**src/rtl/mult_test_sequencer.sv**
```systemverilog
// Sweep controller that walks every {a,b} operand pair through a multiplier under test
// and checks each product against a reference. Optional watchdog: define MTS_TIMEOUT_EN.
module mult_test_sequencer #(
  parameter int WIDTH          = 16,
  parameter int ERR_CNT_W      = 16,
  parameter int TIMEOUT_CYCLES = 64
) (
  input  logic                   clock_i,
  input  logic                   reset_i,
  input  logic                   start_i,
  input  logic                   abort_i,
  output logic                   op_valid_o,
  input  logic                   op_ready_i,
  output logic [WIDTH-1:0]       op_a_o,
  output logic [WIDTH-1:0]       op_b_o,
  input  logic                   prod_valid_i,
  input  logic [2*WIDTH-1:0]     prod_i,
  output logic                   busy_o,
  output logic                   done_o,
  output logic                   pass_o,
  output logic [ERR_CNT_W-1:0]   err_count_o,
  output logic                   err_valid_o,
  output logic [WIDTH-1:0]       err_a_o,
  output logic [WIDTH-1:0]       err_b_o,
  output logic                   timeout_o
);

  localparam int IDX_W = 2 * WIDTH;
  localparam int TMO_W = $clog2(TIMEOUT_CYCLES + 1);

`ifdef MTS_TIMEOUT_EN
  localparam bit TMO_EN = 1'b1;
`else
  localparam bit TMO_EN = 1'b0;
`endif

  typedef enum logic [1:0] {
    S_IDLE  = 2'd0,
    S_ISSUE = 2'd1,
    S_WAIT  = 2'd2,
    S_DONE  = 2'd3
  } state_t;

  state_t               state_q, state_d;
  logic [IDX_W-1:0]     index_q, index_d;
  logic [IDX_W-1:0]     expected_q, expected_d;
  logic [ERR_CNT_W-1:0] err_count_q, err_count_d;
  logic                 err_valid_q, err_valid_d;
  logic [WIDTH-1:0]     err_a_q, err_a_d;
  logic [WIDTH-1:0]     err_b_q, err_b_d;
  logic                 done_q, done_d;
  logic                 pass_q, pass_d;
  logic                 timeout_q, timeout_d;
  logic                 op_valid_q, op_valid_d;
  logic                 busy_q, busy_d;
  logic [TMO_W-1:0]     tmo_cnt_q, tmo_cnt_d;
  logic                 err_hit_s;

  function automatic logic [IDX_W-1:0] ref_product(input logic [IDX_W-1:0] idx);
    return IDX_W'(idx[IDX_W-1:WIDTH]) * IDX_W'(idx[WIDTH-1:0]);
  endfunction

  always_ff @(posedge clock_i) begin
    if (reset_i) begin
      state_q     <= S_IDLE;
      index_q     <= '0;
      expected_q  <= '0;
      err_count_q <= '0;
      err_valid_q <= 1'b0;
      err_a_q     <= '0;
      err_b_q     <= '0;
      done_q      <= 1'b0;
      pass_q      <= 1'b0;
      timeout_q   <= 1'b0;
      op_valid_q  <= 1'b0;
      busy_q      <= 1'b0;
      tmo_cnt_q   <= '0;
    end else begin
      state_q     <= state_d;
      index_q     <= index_d;
      expected_q  <= expected_d;
      err_count_q <= err_count_d;
      err_valid_q <= err_valid_d;
      err_a_q     <= err_a_d;
      err_b_q     <= err_b_d;
      done_q      <= done_d;
      pass_q      <= pass_d;
      timeout_q   <= timeout_d;
      op_valid_q  <= op_valid_d;
      busy_q      <= busy_d;
      tmo_cnt_q   <= tmo_cnt_d;
    end
  end

  always_comb begin
    state_d     = state_q;
    index_d     = index_q;
    expected_d  = expected_q;
    err_count_d = err_count_q;
    err_valid_d = err_valid_q;
    err_a_d     = err_a_q;
    err_b_d     = err_b_q;
    done_d      = done_q;
    timeout_d   = timeout_q;
    tmo_cnt_d   = tmo_cnt_q;
    err_hit_s   = 1'b0;

    case (state_q)
      S_IDLE, S_DONE: begin
        if (start_i) begin
          state_d     = S_ISSUE;
          index_d     = '0;
          done_d      = 1'b0;
          err_count_d = '0;
          err_valid_d = 1'b0;
          err_a_d     = '0;
          err_b_d     = '0;
          timeout_d   = 1'b0;
        end else begin
          state_d = state_q;
        end
      end
      S_ISSUE: begin
        if (op_ready_i) begin
          expected_d = ref_product(index_q);
          tmo_cnt_d  = '0;
          state_d    = S_WAIT;
        end else begin
          state_d = S_ISSUE;
        end
      end
      S_WAIT: begin
        if (prod_valid_i) begin
          err_hit_s = (prod_i != expected_q);
          // The last pair finishes the sweep rather than wrapping the index.
          if (index_q == '1) begin
            state_d = S_DONE;
            done_d  = 1'b1;
          end else begin
            index_d = index_q + IDX_W'(1);
            state_d = S_ISSUE;
          end
        end else if (TMO_EN && (tmo_cnt_q == TMO_W'(TIMEOUT_CYCLES - 1))) begin
          err_hit_s = 1'b1;
          timeout_d = 1'b1;
          state_d   = S_DONE;
          done_d    = 1'b1;
        end else begin
          tmo_cnt_d = tmo_cnt_q + TMO_W'(1);
        end
      end
      default: begin
        state_d = S_IDLE;
      end
    endcase

    if (err_hit_s) begin
      if (err_count_q != '1) begin
        err_count_d = err_count_q + ERR_CNT_W'(1);
      end else begin
        err_count_d = err_count_q;
      end
      if (!err_valid_q) begin
        err_valid_d = 1'b1;
        err_a_d     = index_q[IDX_W-1:WIDTH];
        err_b_d     = index_q[WIDTH-1:0];
      end else begin
        err_valid_d = err_valid_q;
      end
    end else begin
      err_valid_d = err_valid_d;
    end

    // Abort overrides start and any in-flight transition; error status is kept.
    if (abort_i) begin
      state_d = S_IDLE;
      done_d  = 1'b0;
    end else begin
      done_d = done_d;
    end

    pass_d     = done_d && (err_count_d == '0) && !timeout_d;
    op_valid_d = (state_d == S_ISSUE);
    busy_d     = (state_d == S_ISSUE) || (state_d == S_WAIT);
  end

  assign op_valid_o  = op_valid_q;
  assign op_a_o      = index_q[IDX_W-1:WIDTH];
  assign op_b_o      = index_q[WIDTH-1:0];
  assign busy_o      = busy_q;
  assign done_o      = done_q;
  assign pass_o      = pass_q;
  assign err_count_o = err_count_q;
  assign err_valid_o = err_valid_q;
  assign err_a_o     = err_a_q;
  assign err_b_o     = err_b_q;
  assign timeout_o   = timeout_q;

endmodule

```
**config.mk**
```make
export PLATFORM = sky130hd
export DESIGN_NAME = mult_test_sequencer
export DESIGN_NICKNAME = d
export VERILOG_FILES = /design/src/rtl/mult_test_sequencer.sv
export SDC_FILE = /design/constraint.sdc
export NUM_CORES = 1
export LEC_CHECK = 0
export BUFFER_PORTS_ARGS = -buffer_cell sky130_fd_sc_hd__buf_2
export CELL_PAD_IN_SITES_DETAIL_PLACEMENT = 0
export CELL_PAD_IN_SITES_GLOBAL_PLACEMENT = 1
export CORE_ASPECT_RATIO = 1.5
export CORE_MARGIN = 8
export CORE_UTILIZATION = 47
export DETAILED_ROUTE_END_ITERATION = 10
export GPL_TIMING_DRIVEN = 0
export HOLD_SLACK_MARGIN = 0.05
export PLACE_DENSITY_LB_ADDON = 0.1
export REMOVE_ABC_BUFFERS = 1
export SETUP_SLACK_MARGIN = 0.2
export SYNTH_ARGS = -nofsm -noshare
export SYNTH_HDL_FRONTEND = slang
export SYNTH_SLANG_ARGS = --single-unit
export TNS_END_PERCENT = 5
```
**constraint.sdc**
```tcl
create_clock -name clock_i -period 6.7 [get_ports clock_i]
set_input_delay 0.67 -clock clock_i [delete_from_list [all_inputs] [get_ports clock_i]]
set_output_delay 0.67 -clock clock_i [all_outputs]
set_load 0.01 [all_outputs]
```
==> impl_metrics.csv <==
group,metric,value,unit
floorplanning,pin_count,124,
drt,vias,11525,
power,vdd_ir_drop_max,0.179,mV
drt,wl,40000,um
critical_path,endpoint_kind,"flop",
cts,clkSinkCount,120,
floorplanning,core,0.0295,mm2
cts,cts.clk_slew.worst_paths,0.06,ns
timing,hold_viol_final,0,
cts,cts_buffers,17,
yosys,synth_cell_types,57,
layout,syn_to_final_growth,10.7,%
timing,final_max_slew_viol_count,0,
min_path,hp-class,"flop to flop",
timing,post-route-period-util,91.3,%
place,place_hpwl,29000,um
timing,rsz0062_at_grt,"false",
run_status,status,"finished clean",
critical_path,worstReg2RegStart,"index_q[29]$_SDFFE_PP0P_",
cts,root_buffer,"clkbuf_16",
grt,grt_usage,23.3,%
min_path,hold_depth,2,
yosys,avgSynthCellArea,8.36,um2
yosys,synth-edff-count,0,
critical_path,startpoint_type,"flop",
critical_path,ff2ff_setup_slack,0.58,ns
critical_path,rr_endpoint,"expected_q[29]$_SDFFE_PP0P_",
power,power_leakage,7.30,nW
drt,top_layer_used,"met4",
drt,wirelength_met1,15700,um
yosys,ys_async_sr_fraction,0,%
yosys,synth.most_common_cell,"nand2_1",
yosys,synth_common_cells,"nand2_1, inv_1, fa_1, dfxtp_1, and2_1",
grt,grt_start_max_net_pins,45,
timing,fmax,164,MHz
yosys,synth_area_leader_cell,"fa_1",
floorplanning,start_util,47.6,%
drt,wire_per_inst,18.7,um
power,p_total,1.82,mW
timing,setup_viol,0,
drt,drt-initial-drc-count,583,
critical_path,path_class,"flop to flop",
timing,worst_slew_pin_slew,1.25,ns
yosys,synthTopCellsByArea,"fa_1, dfxtp_1, ha_1",
drt,final_antenna_net_count,0,
yosys,syn_inst,1679,
job,max-cap-violations,0,
cts,cts_tree,"built",
cts,insertion_delay,0.44,ns
yosys,yosysTopAreaCellShare,27.7,%
drt,wl_met2,21800,um
grt,grt_pass1_vias,12030,
yosys,syn_area,0.0140,mm2
timing,relSlewSlack,16.5,%
critical_path,slowest_stage,"dfxtp_2",
timing,worst_clock_skew,0.0132,ns
timing,setup_tns,0,ns
yosys,ys_seq_area_share,17.1,%
drt,drc_errors,0,
cts,cts_buffer_depth,2,
min_path,hold_start,"err_a_o[8]$_SDFF_PP0_",
cts,hold_buffers,0,
layout,nets,2065,
cts,htree_levels,4,
drt,drtPass1Iterations,7,
critical_path,path_buf_inv,1,
critical_path,critPathRequiredTime,7.01,ns
critical_path,critPathMostFrequentCell,"fa_1",
grt,grt_overflow,0,
critical_path,path_max_fanout,20,
critical_path,crit_chain,"nand2_1, fa_1, fa_1, fa_1, fa_1, fa_1, fa_1, inv_1, ha_1, a21oi_1, o21ai_0, o211a_1, o21a_1, nand2b_1, a221oi_1, xor2_1, o21ai_1",
yosys,yosys_most_used_dff,"dfxtp_1",
floorplanning,row_count,77,
min_path,worstHoldEndpoint,"err_a_o[8]$_SDFF_PP0_",
critical_path,crit_family,"adder cells",
yosys,synth_seq_cells,120,
layout,drive_gt1_share,12.0,%
grt,grt_pass1_wl,64200,um
drt,met3WireLength,1310,um
floorplanning,die-height,228,um
drt,viasPerCell,5.41,
place,gp_congestion,0.826,
place,numPortBuffers,123,
critical_path,ff2ff_path_depth,17,
timing,period_needed,6.12,ns
floorplanning,die_w,157,um
yosys,yosysWarnings,0,
power,powerDensity,117,mW/mm2
critical_path,slowest_delay,0.70,ns
floorplanning,die-area,0.0358,mm2
grt,grt_antenna_before_repair,0,
critical_path,arrival,6.43,ns
[cells by family (layout without fill, tap and decap cells)]
logic type | after synthesis | in the layout | share of synthesized area [%]
and+or+nand+nor | 621 | 621 | 21.8
buffers and inverters | 333 | 390 | 9.00
adders and majority gates | 304 | 304 | 37.5
AOI/OAI and AO/OA | 210 | 210 | 8.89
DFF | 120 | 120 | 17.1
xor gates and xnor gates | 84 | 84 | 5.24
muxes | 7 | 7 | 0.526
other | 0 | 1 | 0
[worst reg2reg max path: cells and delay by family, from the launching register on]
family	cells	cell delay, ns
AO/OA/AOI/OAI	6	1.21
AND/OR/NAND/NOR	2	0.39
buffers and inverters	1	0.04
adder cells (fa/ha/maj)	7	3.43
flip-flops	1	0.70
XOR/XNOR	1	0.22
[sequential cells by signal, summed over array words and instances (netlist names)]
| signal | flops |
|---|---|
| done_o | 1 |
| busy_o | 1 |
| pass_o | 1 |
| state_q | 2 |
| err_a_o | 16 |
| expected_q | 32 |
| timeout_o | 1 |
| err_b_o | 16 |
| err_count_o | 16 |
| op_valid_o | 1 |
| err_valid_o | 1 |
| index_q | 32 |
[how the worst max path moves through the flow]
stage | startpoint | endpoint | slack, ns | depth (start not counted)
after floorplan | index_q[7]$_SDFFE_PP0P_ | expected_q[28]$_SDFFE_PP0P_ | 0.97 | 20
after global placement | index_q[26]$_SDFFE_PP0P_ | expected_q[30]$_SDFFE_PP0P_ | -0.07 | 20
after detailed placement | index_q[26]$_SDFFE_PP0P_ | expected_q[30]$_SDFFE_PP0P_ | -0.07 | 20
final | index_q[29]$_SDFFE_PP0P_ | expected_q[29]$_SDFFE_PP0P_ | 0.58 | 17
after global routing | index_q[10]$_SDFFE_PP0P_ | expected_q[30]$_SDFFE_PP0P_ | 0.22 | 20
after CTS | index_q[20]$_SDFFE_PP0P_ | expected_q[30]$_SDFFE_PP0P_ | 0.19 | 21
[cells in the final DEF, fill, tap and decap left out, types with 4 or more instances in the layout]
master,n
nand2_1,262
inv_1,232
fa_1,194
buf_2,122
and2_1,119
ha_1,110
a21oi_1,104
dfxtp_1,89
nor2_1,78
nand3_1,56
xnor2_1,55
nand4_1,31
xor2_1,29
o21ai_0,27
a21o_1,20
nor3_1,19
clkbuf_16,17
dfxtp_2,16
dfxtp_4,15
and3_1,11
or3_1,10
a211oi_1,9
o21ai_1,8
a31oi_1,7
o211ai_1,6
and4_1,5
or2_2,5
o21a_1,5
mux2i_1,4
nor2b_1,4
nand2b_1,4
o211a_1,4
bufinv_16,4
[where the power goes]
part           internal [mW]  switching (mW)  total [mW]
combinational         0.0310          0.0628      0.0938
sequential             0.710         0.00263       0.713
clock                  0.645           0.371        1.02
[metal layers]
layer	GRT usage [%]	up-vias
met5	0	-
met1	26.9	5807
li1	-	5408
met2	43.3	242
met3	2.61	68
met4	9.37	0
[area by class of cell]
cell class              count  area, um2
fillers                  2966      13900
multi-input cells        1226      10400
flip-flops and latches    120       2480
inverters                 232        871
repair buffers            126        668
well taps                 395        494
clock buffers              19        453
clock inverters            13        190
diodes                      1       2.50
[timing repair]
item	in CTS	in global routing
buffers inserted	0	0
endpoints found under the setup margin	12	12
resized for setup	15	31
hold endpoints to repair	0	0
[stage by stage]
stage          std cells  hold WS (ns)  util, %  instance area [um2]  worst slack (ns)
6_report            2132         0.464     52.7                15500             0.584
5_1_grt             2131         0.487     52.7                15500             0.219
4_1_cts             2131         0.451     52.5                15500             0.191
3_5_place_dp        2099         0.456     50.3                14800           -0.0743
3_3_place_gp        2096         0.452     50.1                14800           -0.0718
2_1_floorplan       1578         0.438        -                13600             0.965
(Power assumes the default switching activity.)
